File: src/rtl/uart_tx_arbiter.sv
// Round-robin arbiter sharing one UART transmitter among NUM_REQ byte producers.
// Optional source-ID header per byte; watchdog aborts a transfer with no txdone.
module uart_tx_arbiter #(
  parameter int NUM_REQ = 4,
  parameter int SEND_ID = 0,
  parameter int TIMEOUT_CYC = 200000,
  localparam int ID_W = $clog2(NUM_REQ)
) (
  input  logic                 clk,
  input  logic                 rst_n,
  input  logic [NUM_REQ-1:0]   req,
  input  logic [8*NUM_REQ-1:0] req_data,
  output logic [NUM_REQ-1:0]   ack,
  output logic                 err,
  output logic                 busy,
  output logic [ID_W-1:0]      grant_id,
  output logic                 uart_start,
  output logic [7:0]           uart_txin,
  input  logic                 uart_txdone
);

  localparam int CNT_W = (TIMEOUT_CYC > 2) ? $clog2(TIMEOUT_CYC) : 1;
  localparam logic [CNT_W-1:0] CNT_LAST =
    CNT_W'((TIMEOUT_CYC > 0) ? TIMEOUT_CYC - 1 : 0);
  localparam logic [ID_W-1:0] LAST_RST = ID_W'(NUM_REQ - 1);

  typedef enum logic [1:0] {
    S_IDLE,
    S_START,
    S_WAIT,
    S_ACK
  } state_e;

  state_e           state_q, state_d;
  logic [ID_W-1:0]  grant_q, grant_d;
  logic [ID_W-1:0]  last_q, last_d;
  logic [7:0]       data_q, data_d;
  logic [7:0]       txin_q, txin_d;
  logic             hdr_q, hdr_d;
  logic             err_q, err_d;
  logic [CNT_W-1:0] cnt_q, cnt_d;
  logic             txd_q, txd_d;

  logic             found;
  logic [ID_W-1:0]  win;
  logic [ID_W-1:0]  cand;
  logic [7:0]       pay;

  always_comb begin
    found = 1'b0;
    win   = '0;
    cand  = '0;
    for (int k = 1; k <= NUM_REQ; k++) begin
      cand = ID_W'((int'(last_q) + k) % NUM_REQ);
      if (!found && req[cand]) begin
        found = 1'b1;
        win   = cand;
      end
    end
  end

  assign pay = req_data[{win, 3'b000} +: 8];

  always_comb begin
    state_d = state_q;
    grant_d = grant_q;
    last_d  = last_q;
    data_d  = data_q;
    txin_d  = txin_q;
    hdr_d   = hdr_q;
    err_d   = err_q;
    cnt_d   = cnt_q;
    txd_d   = uart_txdone;
    unique case (state_q)
      S_IDLE: begin
        if (found) begin
          state_d = S_START;
          grant_d = win;
          data_d  = pay;
          err_d   = 1'b0;
          hdr_d   = (SEND_ID != 0);
          txin_d  = (SEND_ID != 0) ? (8'hA0 | 8'(win)) : pay;
        end
      end
      S_START: begin
        state_d = S_WAIT;
        cnt_d   = '0;
        // A txdone level left high by the previous byte must not count
        txd_d   = 1'b1;
      end
      S_WAIT: begin
        if (uart_txdone && !txd_q) begin
          if (hdr_q) begin
            hdr_d   = 1'b0;
            txin_d  = data_q;
            state_d = S_START;
          end else begin
            state_d = S_ACK;
          end
        end else if (TIMEOUT_CYC != 0) begin
          if (cnt_q == CNT_LAST) begin
            err_d   = 1'b1;
            state_d = S_ACK;
          end else begin
            cnt_d = cnt_q + 1'b1;
          end
        end
      end
      S_ACK: begin
        last_d  = grant_q;
        state_d = S_IDLE;
      end
      default: state_d = S_IDLE;
    endcase
  end

  always_ff @(posedge clk or negedge rst_n) begin
    if (!rst_n) begin
      state_q <= S_IDLE;
      grant_q <= '0;
      last_q  <= LAST_RST;
      data_q  <= 8'h00;
      txin_q  <= 8'h00;
      hdr_q   <= 1'b0;
      err_q   <= 1'b0;
      cnt_q   <= '0;
      txd_q   <= 1'b0;
    end else begin
      state_q <= state_d;
      grant_q <= grant_d;
      last_q  <= last_d;
      data_q  <= data_d;
      txin_q  <= txin_d;
      hdr_q   <= hdr_d;
      err_q   <= err_d;
      cnt_q   <= cnt_d;
      txd_q   <= txd_d;
    end
  end

  always_comb begin
    ack = '0;
    if (state_q == S_ACK) ack[grant_q] = 1'b1;
  end

  assign err        = (state_q == S_ACK) && err_q;
  assign busy       = (state_q != S_IDLE);
  assign uart_start = (state_q == S_START);
  assign grant_id   = grant_q;
  assign uart_txin  = txin_q;

endmodule

File: config.mk
export PLATFORM = sky130hd
export DESIGN_NAME = uart_tx_arbiter
export DESIGN_NICKNAME = d
export VERILOG_FILES = /design/src/rtl/uart_tx_arbiter.sv
export SDC_FILE = /design/constraint.sdc
export NUM_CORES = 1
export LEC_CHECK = 0
export CORE_MARGIN = 2
export CORE_UTILIZATION = 44
export DETAILED_ROUTE_END_ITERATION = 8
export PLACE_DENSITY = 0.8
export SKIP_LAST_GASP = 1
export SLEW_MARGIN = 20
export SYNTH_ARGS = -nofsm -noshare
export SYNTH_HDL_FRONTEND = slang
export SYNTH_SLANG_ARGS = --single-unit
File: constraint.sdc
create_clock -name clk -period 1.87 [get_ports clk]
set_input_delay 0.561 -clock clk [delete_from_list [all_inputs] [get_ports clk]]
set_output_delay 0.561 -clock clk [all_outputs]
set_load 0.005 [all_outputs]
==> impl_metrics.json <==
{
  "vias": 2372,
  "gp_congestion": 0.825,
  "cp_slowest_cell": "or4b_4",
  "dieArea_um2": 5510,
  "rrSetupSlack_ns": -0.24,
  "synthCells": 234,
  "path_class": "register to register",
  "drv_cap": 0,
  "reg2reg_depth": 6,
  "drt_first_pass_iters": 4,
  "yosysMostFrequentCell": "dfrtp_1",
  "die_x_um": 74.2,
  "area_delta_synth_final_pct": 64.8,
  "syn_nets": 278,
  "cts_max_level": 2,
  "synthTopCellsByCount": "32 x dfrtp_1, 19 x inv_1, 19 x o31ai_1",
  "crit_start": "cnt_q[14]",
  "wl_um": 7070,
  "yosysTopAreaCell": "dfrtp_1",
  "synth_edf_count": 0,
  "cts_made_buffers": 5,
  "fin_tns_setup_ns": -2.04,
  "diodes": 0,
  "clock_latency_ns": 0.29,
  "clk_pin_slew_ns": 0.07,
  "setup.worst_path.end": "cnt_q[6]",
  "ir_drop_v": 0.00108,
  "status": "finished, violations left",
  "postCtsHoldBufs": 0,
  "yosys_warnings": 0,
  "synth_area_per_cell_um2": 9.28,
  "synth_top_area_frac": 0.369,
  "synth.area.top_cells": "dfrtp_1 37%, o31ai_1 6.6%, inv_1 3.3%, o211a_1 3.2%, nand2_1 2.9%",
  "hold_violations": 0,
  "tightest_slew_ns": 0.512,
  "fin_cells": 412,
  "critical-path-max-stage-delay_ns": 0.56,
  "place_inst": 390,
  "root_buffer": "clkbuf_8",
  "post-route-min-period_ns": 2.11,
  "gr-total-overflow": 0,
  "drive_above_1_share": 0.368,
  "slew_headroom": 0.656,
  "coreArea_um2": 4750,
  "cp_num_buf_inv": 2,
  "antenna_found_initial": 0,
  "rsz0062_at_grt": "yes",
  "required_ns": 2.05,
  "power.leakage_nw": 1.59,
  "yosysSeqAreaShare": 0.393,
  "post-dp-hpwl_um": 4470,
  "synthDistinctLibCells": 51,
  "cp.depth": 6,
  "start_kind": "register",
  "synthFlopType": "dfrtp_1",
  "cts_tree": "yes",
  "clockBufferDepth": 2,
  "hp-class": "register to register",
  "cts.sinks": 34,
  "place_ws_ns": -0.535,
  "async_flop_share": 1.00,
  "clock_skew_ns": 0.00593,
  "drv_slew": 0,
  "ys_seq_elements": 34,
  "drt_iter0_drc": 151,
  "end_kind": "register",
  "cp_cell_sequence": "or4b_4 -> or4_4 -> o21bai_4 -> buf_4 -> buf_4 -> o31ai_1",
  "worst-path-max-fanout": 7,
  "worst_hold_slack_ns": 0.520,
  "vias_per_cell": 5.76,
  "nNetsFinal": 388,
  "postRouteAntennaNets": 0,
  "fin_crit_sh": 1.13,
  "cp_data_arrival_time_ns": 2.29,
  "wire_per_inst_um": 17.2,
  "setup_slack_ns": -0.237,
  "violations": "setup timing",
  "initial_utilization": 0.457,
  "die_h_um": 74.2,
  "rr_startpoint": "cnt_q[14]",
  "num_rows": 25,
  "critical_path.most_common_cell": "buf_4",
  "setup_viol": 16,
  "cpLargestDelayFamily": "simple AND/OR/NAND/NOR gates",
  "grt_pass1_vias": 2307,
  "ios": 56,
  "r2r-end": "cnt_q[6]",
  "grt_pass1_wl_um": 11000,
  "port-buffer-count": 55,
  "grt_max_degree": 35,
  "post-route-util": 0.752,
  "syn_area_um2": 2170,
  "drc": 0,
  "powerDensity_nw_per_um2": 1230,
  "grt_use_total": 0.261,
  "max_freq_mhz": 475
}
[kinds of logic after synthesis]
kind of cell	after synthesis	share of synthesized area
AO/OA/AOI/OAI	78	0.278
AND/OR/NAND/NOR	74	0.193
flip-flops	34	0.393
buffers and inverters	33	0.0617
multiplexers	7	0.0340
adder cells (fa/ha/maj)	5	0.0288
XOR/XNOR	3	0.0121
[worst register-to-register path, stage by stage (launching register included)]
cell,delay (ns)
dfrtp_1,0.39
or4b_4,0.56
or4_4,0.46
o21bai_4,0.25
buf_4,0.18
buf_4,0.10
o31ai_1,0.05
[what timing repair did]
action                     4_1_cts  5_1_grt
setup endpoints to repair       31       33
gates resized for setup         55       41
setup buffers                    9        5
gates cloned                     1        0
pin swaps                       22        8
[power by group]
part	internal, mW	switching (mW)
Combinational	1.43	1.24
Sequential	0.962	0.174
Clock	0.297	0.287
Total	2.69	1.70
[worst min path at each step]
stage / startpoint / to / cells past startpoint
2_1_floorplan: rst_n / cnt_q[0] / 0
4_1_cts: cnt_q[2] / cnt_q[2] / 1
3_3_place_gp: uart_txin[7] / uart_txin[7] / 2
6_report: uart_txin[5] / uart_txin[5] / 2
5_1_grt: uart_txin[1] / uart_txin[1] / 2
3_5_place_dp: uart_txin[1] / uart_txin[1] / 2
[cells in the final DEF (no fill, tap or decap), types with 3 or more instances in the layout]
cell,synthesis,layout
clkbuf_8,0,6
o21ai_0,9,9
and3_1,4,4
clkbuf_2,0,5
a211oi_1,7,3
o211ai_1,4,4
dfrtp_1,32,30
clkdlybuf4s50_1,0,44
inv_1,19,15
nor3_4,0,3
nand2b_4,0,5
xnor2_1,3,3
o31a_1,7,7
o211a_1,7,7
a211oi_2,0,4
buf_6,1,9
mux2i_1,4,4
o31ai_1,19,15
o31ai_2,0,4
nand3_1,10,10
a21oi_2,0,5
a21o_1,3,3
nand2b_1,9,4
buf_4,0,52
inv_2,0,3
nor2_1,9,6
nand2_1,17,17
a21oi_1,10,4
ha_4,0,4
[cell type report]
cell class              instances  area [um2]
well taps                      67        83.8
clock buffers                   7        86.3
clock inverters                 1        5.00
flip-flops and latches         34         856
fillers                       326        1180
inverters                      19        83.8
repair buffers                117        1030
multi-input cells             167        1430
[sequential cells by signal, summed over array words and instances (netlist names)]
register   cells
err_q          1
grant_id       2
uart_txin      8
last_q         2
state_q        2
cnt_q         18
txd_q          1
[routing by layer]
| layer | GRT usage | vias to the layer above | wire length (um) |
|---|---|---|---|
| met1 | 0.333 | 1166 | 2920 |
| met4 | 0.121 | 0 | 246 |
| met3 | 0.0447 | 25 | 284 |
| met2 | 0.435 | 84 | 3620 |
| met5 | 0 | - | 0 |
| li1 | - | 1097 | - |
[stage by stage]
stage	power (mW)	cell area (um2)
4_1_cts	4.14	3460
3_5_place_dp	3.11	3120
2_1_floorplan	2.12	2180
6_report	4.39	3580
3_3_place_gp	3.02	3120
5_1_grt	4.64	3580
(Power assumes the default switching activity.)
==> variant, RTL diff (config.mk and constraints unchanged) <==
Compare `cnt_q` against `CNT_LAST` with >= in place of ==.
--- a/src/rtl/uart_tx_arbiter.sv
+++ b/src/rtl/uart_tx_arbiter.sv
@@ -98,7 +98,7 @@
             state_d = S_ACK;
           end
         end else if (TIMEOUT_CYC != 0) begin
-          if (cnt_q == CNT_LAST) begin
+          if (cnt_q >= CNT_LAST) begin
             err_d   = 1'b1;
             state_d = S_ACK;
           end else begin
Behaviour: same outputs for any inputs over 4 cycles, from zero or initial values and one cycle with rst_n low; that may be too few to reach the edited logic, so the function may still have changed.
==> variant against the unedited design <==
Wire length decreased by 6.7%. Area after synthesis down 0.98%. First-iteration DRC count down 6.0%. Highest routed layer unchanged. The run still ends with negative setup slack left. Global-route usage fell by 1.9 points. Worst setup slack got worse by 0.033 ns. Fmax is 1.5% lower. Power is 7.6% lower. Cell area rose by 1.2%. Sequential cell count unchanged.
==> variant: results (changes against the unedited design) <==
| Metric | Value |
|---|---|
| WL final | `6.60 mm (-6.7%)` |
| Via density per instance | `5.62 (-2.4%)` |
| Synth-to-Final Area Change | `68.5%` |
| 1st-iter DRT viols | `142 (-6.0%)` |
| Share of cells above drive strength 1 | `0.387 (+0.0191)` |
| CP arrival | `2.31 ns (+0.02 ns)` |
| Place WS | `-0.561 ns (-0.0266 ns)` |
| Post-synthesis cell count | `250 (+6.8%)` |
| P_sw | `1.58 mW (-6.7%)` |
| Synth top area cells | `dfrtp_1 37%, nand2_1 8.9%, a211oi_1 5.6%` |
| Leak | `1.56 nW (-1.6%)` |
| Crit Path Max Fanout | `4 (-3)` |
| # setup viols final | `17 (+1)` |
| Failing checks | `negative setup slack` |
| Fin worst setup slack | `-0.269 ns (-0.0326 ns)` |
| GP Congestion | `0.839 (+1.8%)` |
| All-Layer GR Usage | `0.242 (-0.0191)` |
| Worst slew pin tran | `0.414 ns (-0.0981 ns)` |
| Post-synthesis sequential area ratio | `0.397 (+0.00389)` |
| First-pass GRT wire length | `10.4 mm (-4.9%)` |
| Max VDD drop | `0.895 mV (-17%)` |
| Vias in the first global route | `2,309 (+0.087%)` |
| Setup TNS | `-2.54 ns (-0.504 ns)` |
| Placed Area | `0.00317 mm2 (+1.6%)` |
| Netlist cell types | `45 (-12%)` |
| Outcome | `complete, but fails checks` |
| Post-synth top cells | `51 x nand2_1, 32 x dfrtp_1, 17 x nor3_1, 16 x a211oi_1, 15 x a21oi_1` |
| Synth Net Count | `294 (+5.8%)` |
| DR vias | `2,393 (+0.89%)` |
## variant: cell types whose count changed in the layout (fill, tap and decap cells not counted), sizes merged, moves of 5 or more
cell    delta
a211oi    +10
o31a       -7
o211a      -6
or3        +6
buf        -6
nand3      -7
o31ai      -8
inv       -10
a21oi      +5
nor3      +12
nand2     +34
nand2b     -6
## variant: worst paths after layout
| kind | from | to | slack, ns | cells after the start |
|---|---|---|---|---|
| worst min-delay path | uart_txin[6]$_DFFE_PN0P_ | uart_txin[6]$_DFFE_PN0P_ | 0.48 | 2 |
| max in group asynchronous | rst_n | last_q[0]$_DFFE_PN1P_ | 0.99 | 2 |
| worst max register to register | cnt_q[13]$_DFFE_PN0P_ | state_q[1]$_DFFE_PN0P_ | -0.27 | 6 |
| min in group asynchronous | rst_n | cnt_q[9]$_DFFE_PN0P_ | 0.63 | 2 |
| worst min register to register | uart_txin[6]$_DFFE_PN0P_ | uart_txin[6]$_DFFE_PN0P_ | 0.48 | 2 |
| worst max-delay path | cnt_q[13]$_DFFE_PN0P_ | state_q[1]$_DFFE_PN0P_ | -0.27 | 6 |
## variant: final cells by class
class                           count  share of cell area
Clock buffer                        6              0.0228
Clock inverter                      2             0.00346
Inverter                            8             0.00968
Multi-Input combinational cell    196               0.423
Sequential cell                    34               0.236
Tap cell                           67              0.0232
Timing Repair Buffer              113               0.281
## variant: power by group through the flow
stage	registers (mW)	logic [mW]	clock network, mW
after floorplan	1.12	1.05	0
after global placement	1.13	1.84	0
after detailed placement	1.14	1.90	0
after CTS	1.14	2.11	0.588
after global routing	1.19	2.53	0.631
final	1.16	2.32	0.575
## variant: routing by layer
layer	GRT usage	part of all wire	vias up
li1	-	-	1142
met3	0.0535	0.048	13
met5	0	0	-
met4	0.0505	0.017	0
met1	0.297	0.41	1162
met2	0.433	0.53	76
## variant: cell families after synthesis
kind of cell,Yosys count,synth area share
compound gates,71,0.243
fa+ha+maj,5,0.0291
buf+inv,20,0.0361
flops,34,0.397
mux,8,0.0378
simple gates,112,0.257
## variant: worst max-delay path: stages (launching register included)
cell and delay, ns:
dfrtp_1 0.38, or4_4 0.58, a211oi_4 0.33, buf_4 0.17
a21boi_4 0.22, a21oi_2 0.06, mux2_2 0.28
## variant: what timing repair did
action,4_1_cts,5_1_grt
gates resized for setup,43,44
setup endpoints to repair,34,37
setup buffers,8,7
hold endpoints to repair,0,0
pin swaps,17,19
